## config.mk

```make
export PLATFORM = sky130hd
export DESIGN_NAME = bist_sequencer
export DESIGN_NICKNAME = d
export VERILOG_FILES = /design/src/rtl/bist_sequencer.sv
export SDC_FILE = /design/constraint.sdc
export NUM_CORES = 1
export LEC_CHECK = 0
export ABC_CLOCK_PERIOD_IN_PS = 2470
export CAP_MARGIN = 5
export CORE_UTILIZATION = 30
export CTS_BUF_LIST = sky130_fd_sc_hd__clkbuf_8
export DETAILED_ROUTE_END_ITERATION = 10
export GPL_TIMING_DRIVEN = 0
export SYNTH_ARGS = -nofsm -noshare
export SYNTH_HDL_FRONTEND = slang
export SYNTH_SLANG_ARGS = --single-unit
```

## constraint.sdc

```tcl
create_clock -name clk -period 2.47 [get_ports clk]
set_input_delay 0.494 -clock clk [delete_from_list [all_inputs] [get_ports clk]]
set_output_delay 0.494 -clock clk [all_outputs]
set_load 0.05 [all_outputs]
```

## src/rtl/bist_sequencer.sv

```systemverilog
// ============================================================================
// Module   : bist_sequencer
// Purpose  : Walks built-in self-test across NUM_PORTS router ports, one port
//            at a time. Every bist pair is held in reset except the one under
//            test. Per-port fail/timeout vectors and a global pass flag are
//            accumulated for the test-mode top level.
//            Optional macro BIST_SEQ_RETRY_EN: a failing port is retried once
//            and only the retry's outcome is recorded.
// Revision : 1.0 - initial release
// ============================================================================
`default_nettype none

module bist_sequencer #(
    parameter int  NUM_PORTS      = 5,
    parameter int  RESET_CYCLES   = 4,
    parameter int  TIMEOUT_CYCLES = 2000,
    localparam int c_port_w       = (NUM_PORTS > 1) ? $clog2(NUM_PORTS) : 1
) (
    input  logic                 clk,
    input  logic                 reset,
    input  logic                 start,
    input  logic [NUM_PORTS-1:0] port_mask,
    input  logic [NUM_PORTS-1:0] bist_busy,
    input  logic [NUM_PORTS-1:0] bist_sig_ok,
    output logic [NUM_PORTS-1:0] bist_reset,
    output logic [c_port_w-1:0]  cur_port,
    output logic                 active,
    output logic                 done,
    output logic                 pass,
    output logic [NUM_PORTS-1:0] fail_vec,
    output logic [NUM_PORTS-1:0] timeout_vec
);

    // Search index is one bit wider so cur_port+1 == NUM_PORTS cannot wrap.
    localparam int c_idx_w = c_port_w + 1;
    localparam int c_run_w = $clog2(TIMEOUT_CYCLES) + 1;
    localparam int c_rst_w = $clog2(RESET_CYCLES) + 1;
    localparam logic [c_run_w-1:0] c_run_last = c_run_w'(TIMEOUT_CYCLES - 1);
    localparam logic [c_rst_w-1:0] c_rst_last = c_rst_w'(RESET_CYCLES - 1);

    typedef enum logic [2:0] {
        S_IDLE  = 3'd0,
        S_SEEK  = 3'd1,
        S_RST   = 3'd2,
        S_RUN   = 3'd3,
        S_CHECK = 3'd4,
        S_DONE  = 3'd5
    } state_t;

    state_t               r_state;
    logic [NUM_PORTS-1:0] r_mask;
    logic [NUM_PORTS-1:0] r_bist_reset;
    logic [NUM_PORTS-1:0] r_fail;
    logic [NUM_PORTS-1:0] r_timeout;
    logic [c_port_w-1:0]  r_cur_port;
    logic [c_idx_w-1:0]   r_search_idx;
    logic [c_run_w-1:0]   r_run_cnt;
    logic [c_rst_w-1:0]   r_rst_cnt;
    logic                 r_active;
    logic                 r_done;
    logic                 r_pass;

    logic [NUM_PORTS-1:0] w_cur_onehot;
    logic                 w_busy_cur;
    logic                 w_sig_cur;
    logic [c_idx_w-1:0]   w_idx_next;
    logic                 w_found;
    logic [c_port_w-1:0]  w_next_port;
    logic                 w_can_retry;

`ifdef BIST_SEQ_RETRY_EN
    logic                 r_retry;
    assign w_can_retry = ~r_retry;
`else
    assign w_can_retry = 1'b0;
`endif

    assign w_cur_onehot = NUM_PORTS'(1) << r_cur_port;
    assign w_busy_cur   = |(bist_busy & w_cur_onehot);
    assign w_sig_cur    = |(bist_sig_ok & w_cur_onehot);
    assign w_idx_next   = {1'b0, r_cur_port} + c_idx_w'(1);

    // Lowest enabled port at or above the search index (descending scan so the lowest wins).
    always_comb begin
        w_found     = 1'b0;
        w_next_port = '0;
        for (int i = NUM_PORTS - 1; i >= 0; i--) begin
            if (r_mask[i] && (c_idx_w'(i) >= r_search_idx)) begin
                w_found     = 1'b1;
                w_next_port = c_port_w'(i);
            end
        end
    end

    // Sequencer FSM with registered outputs; bist_reset is released only for the RUN window.
    always_ff @(posedge clk) begin
        if (reset) begin
            r_state      <= S_IDLE;
            r_mask       <= '0;
            r_bist_reset <= '1;
            r_fail       <= '0;
            r_timeout    <= '0;
            r_cur_port   <= '0;
            r_search_idx <= '0;
            r_run_cnt    <= '0;
            r_rst_cnt    <= '0;
            r_active     <= 1'b0;
            r_done       <= 1'b0;
            r_pass       <= 1'b0;
`ifdef BIST_SEQ_RETRY_EN
            r_retry      <= 1'b0;
`endif
        end else begin
            case (r_state)
                S_IDLE, S_DONE: begin
                    if (start) begin
                        r_mask       <= port_mask;
                        r_fail       <= '0;
                        r_timeout    <= '0;
                        r_done       <= 1'b0;
                        r_pass       <= 1'b0;
                        r_active     <= 1'b1;
                        r_search_idx <= '0;
                        r_state      <= S_SEEK;
`ifdef BIST_SEQ_RETRY_EN
                        r_retry      <= 1'b0;
`endif
                    end
                end
                S_SEEK: begin
                    if (w_found) begin
                        r_cur_port <= w_next_port;
                        r_rst_cnt  <= '0;
                        r_state    <= S_RST;
                    end else begin
                        r_active <= 1'b0;
                        r_done   <= 1'b1;
                        r_pass   <= ~|r_fail;
                        r_state  <= S_DONE;
                    end
                end
                S_RST: begin
                    if (r_rst_cnt == c_rst_last) begin
                        r_rst_cnt    <= '0;
                        r_run_cnt    <= '0;
                        r_bist_reset <= ~w_cur_onehot;
                        r_state      <= S_RUN;
                    end else begin
                        r_rst_cnt <= r_rst_cnt + c_rst_w'(1);
                    end
                end
                S_RUN: begin
                    r_run_cnt <= r_run_cnt + c_run_w'(1);
                    // First RUN cycle ignores busy to absorb sender reset-release latency.
                    if ((r_run_cnt != '0) && !w_busy_cur) begin
                        r_bist_reset <= '1;
                        r_state      <= S_CHECK;
                    end else if (r_run_cnt == c_run_last) begin
                        r_bist_reset <= '1;
                        if (w_can_retry) begin
                            r_rst_cnt <= '0;
                            r_state   <= S_RST;
`ifdef BIST_SEQ_RETRY_EN
                            r_retry   <= 1'b1;
`endif
                        end else begin
                            r_fail       <= r_fail | w_cur_onehot;
                            r_timeout    <= r_timeout | w_cur_onehot;
                            r_search_idx <= w_idx_next;
                            r_state      <= S_SEEK;
`ifdef BIST_SEQ_RETRY_EN
                            r_retry      <= 1'b0;
`endif
                        end
                    end
                end
                S_CHECK: begin
                    if (!w_sig_cur && w_can_retry) begin
                        r_rst_cnt <= '0;
                        r_state   <= S_RST;
`ifdef BIST_SEQ_RETRY_EN
                        r_retry   <= 1'b1;
`endif
                    end else begin
                        if (!w_sig_cur) begin
                            r_fail <= r_fail | w_cur_onehot;
                        end
                        r_search_idx <= w_idx_next;
                        r_state      <= S_SEEK;
`ifdef BIST_SEQ_RETRY_EN
                        r_retry      <= 1'b0;
`endif
                    end
                end
                default: begin
                    r_state <= S_IDLE;
                end
            endcase
        end
    end

    assign bist_reset  = r_bist_reset;
    assign cur_port    = r_cur_port;
    assign active      = r_active;
    assign done        = r_done;
    assign pass        = r_pass;
    assign fail_vec    = r_fail;
    assign timeout_vec = r_timeout;

endmodule

`default_nettype wire

```

==> flow_summary.toml <==
[run_status]
status = "completed"

[logic_synthesis]
synth_area_leaders = "dfxtp_1 39%, nor2_1 6.4%, a21oi_1 4.4%"
async_reset_ff_share_pct = 0
synthCells = 296
netlist_area_um2 = 2480
synthXorXnorAreaFrac_pct = 0
ys_types = 58
synth-compound-area-share_pct = 18.6
yosysSeqAreaShare_pct = 38.8
synth.avg_cell_area_um2 = 8.37
synth_top_area_cell = "dfxtp_1"
synth_top_area_share_pct = 38.8
synth_adder_area_share_pct = 4.04
synth-edff-count = 0
synthMuxAreaShare_pct = 5.00
ys_ff_latch = 48
ys_warn_count = 0
syn_nets = 322
synth_ff_type = "dfxtp_1"
synth_top_family_by_area = "simple AND/OR/NAND/NOR gates"
yosys.area_share.simple_pct = 28.6

[placement]
post_dp_cell_area_um2 = 2990
port_buffers = 38
dp_slack_ns = 0.111
place.detailed.hpwl_um = 4650
gp_congestion = 0.862

[detailed_routing]
drc = 0
drtIter0Drc = 144
wl_per_cell_um = 14.0
num_vias = 2256
routed_wl_um = 6220
drt_pass1_iterations = 5
ant_nets = 0
vias_per_cell = 5.09

[die]
core_area_um2 = 7850
io_pins = 39
initial_core_util_pct = 31.6
die-area_um2 = 8630
die_w_um = 92.9
rows = 32
chipHeight_um = 92.9

[hold_path]
hold_class = "reg2reg"

[critical_path]
arrival_ns = 2.48
cp-start-kind = "flop"
slowest_delay_ns = 0.48
r2r_cells = 7
critPathMaxFanout = 9
worst_setup_path_end_kind = "flop"
startpoint = "cur_port[0]"
reg2reg_slack_ns = 0.19
r2r-start = "cur_port[0]"
r2r_end = "r_search_idx[0]"
crit_type = "reg2reg"
cp.required_ns = 2.67
slowest_stage = "dfxtp_1"
cp_cell_sequence = "inv_1, ha_1, a22oi_1, o221ai_2, or3_4, o311ai_4, mux2_4"
endpoint = "r_search_idx[0]"

[finish]
syn_to_final_growth_pct = 23.6
num_antenna_cells = 0
finish.instance_area_um2 = 3060
num-fill-cells = 843
fin_nets = 367
final_core_util_pct = 39.0
drive_gt1_share_pct = 7.04

[timing]
fmax_mhz = 439
setup_violations = 0
period_share_pct = 92.3
rsz0062_at_grt = "no"
relSlewSlack_pct = 46.4
fin_setup_tns_ns = 0
fin_worst_skew_ns = 0.00616
post-route-min-period_ns = 2.28
final_hold_viol_count = 0
worst_pin_slew_ns = 0.803
setup_ws_ns = 0.190
maxSlewViolCount = 0

[run]
maxCapViolations = 0

[cts]
cts_sinks = 48
clk_pin_slew_ns = 0.09
clock_path_buffers = 2
worstSkewPairLatency_ns = 0.30
cts_setup_buffers = 0
tritoncts = "yes"
cts_buffers = 5
htree_levels = 2
cts_hold_buf = 0
root_buffer = "clkbuf_8"
post_cts_resized = 0

[global_route]
grt_pass1_vias = 1991
grt_first_pass_wirelength_um = 10200
grt_max_degree = 14
grt_remaining_overflow = 0
antenna_found_initial = 0
grt_usage_pct = 15.1

[power]
leakagePower_uw = 0.00109
power_density_nw_per_um2 = 772
vdd_drop_max_v = 0.000413
p_total_uw = 2370
==> critical path: cells and delay by family, from the launching register on <==
| family | cells | cell delay, ns |
|---|---|---|
| multiplexers | 1 | 0.34 |
| adder cells (fa/ha/maj) | 1 | 0.28 |
| flip-flops | 1 | 0.48 |
| buffers and inverters | 1 | 0.11 |
| AO/OA/AOI/OAI | 3 | 0.56 |
| AND/OR/NAND/NOR | 1 | 0.42 |
==> through the flow <==
step | hold WS (ns) | cells
2_1_floorplan | 0.415 | 296
3_3_place_gp | 0.425 | 436
3_5_place_dp | 0.427 | 436
4_1_cts | 0.443 | 443
5_1_grt | 0.460 | 443
6_report | 0.446 | 443
==> how the worst min path moves through the flow <==
stage	start	to	cells past startpoint
floorplan	r_rst_cnt[2]	r_rst_cnt[2]	2
global placement	r_rst_cnt[2]	r_rst_cnt[2]	2
detailed placement	r_rst_cnt[2]	r_rst_cnt[2]	2
CTS	r_rst_cnt[2]	r_rst_cnt[2]	2
global route	r_rst_cnt[2]	r_rst_cnt[2]	2
finish	r_rst_cnt[2]	r_rst_cnt[2]	2
==> synthesized netlist by cell type (all sizes together), types with 3 or more instances <==
library cell	count
nor2	42
nor3	12
mux2i	6
nor4	4
clkbuf	8
dfxtp	48
nand2	27
nand3b	4
ha	8
o21ai	13
nor3b	3
nand2b	9
o21a	5
and3	4
nand3	6
and2b	3
or3	4
nand4	5
mux2	5
buf	4
inv	13
a21oi	22
nor2b	5
a31oi	4
o31ai	3
==> state kept, by name, indices dropped and copies added (netlist names), 3 cells and up <==
register,flops
r_run_cnt,12
bist_reset,5
fail_vec,5
r_mask,5
timeout_vec,5
r_search_idx,4
cur_port,3
r_rst_cnt,3
r_state,3
==> report_power, final <==
group / switching [uW] / internal (uW)
clock: 259 / 189
combinational: 593 / 388
sequential: 78.7 / 859
==> area by class of cell <==
type | count | area, um2 | area share (%)
Buffer | 12 | 75.1 | 2.45
Clock buffer | 5 | 68.8 | 2.25
Clock inverter | 2 | 8.76 | 0.286
Inverter | 13 | 48.8 | 1.59
Multi-Input combinational cell | 223 | 1390 | 45.5
Sequential cell | 48 | 961 | 31.4
Tap cell | 102 | 128 | 4.16
Timing Repair Buffer | 38 | 380 | 12.4
==> cells in the final DEF, fill, tap and decap left out, drive strengths merged, types with 2 or more instances in the layout <==
master,n
o2111ai,2
clkdlybuf4s50,38
nor3b,3
o21a,5
or3,4
nor4,4
or4,2
a31oi,4
buf,4
clkbuf,13
nand2b,9
nand3b,4
and2b,3
o31ai,3
nand4,5
nor2,42
nor3,12
dfxtp,48
mux2i,6
nor4b,2
o21ai,13
and2,2
ha,8
nand2,27
a211oi,2
a21oi,22
a22oi,2
nand3,6
nor2b,5
inv,14
mux2,5
and3,4
==> cells by family (layout without fill, tap and decap cells) <==
logic type,Yosys count,count (layout)
buffers and inverters,25,70
adders and majority gates,8,8
and+or+nand+nor,136,136
DFF,48,48
muxes,11,11
AOI/OAI and AO/OA,68,68
==> layer usage <==
| layer | part of all wire, % | vias up | GRT usage, % |
|---|---|---|---|
| li1 | - | 1151 | - |
| met1 | 51 | 1050 | 21.3 |
| met2 | 44 | 49 | 23.0 |
| met3 | 3.6 | 6 | 3.37 |
| met4 | 1.2 | 0 | 4.23 |
| met5 | 0 | - | 0 |
No activity file was read; power rests on OpenSTA's default activity.
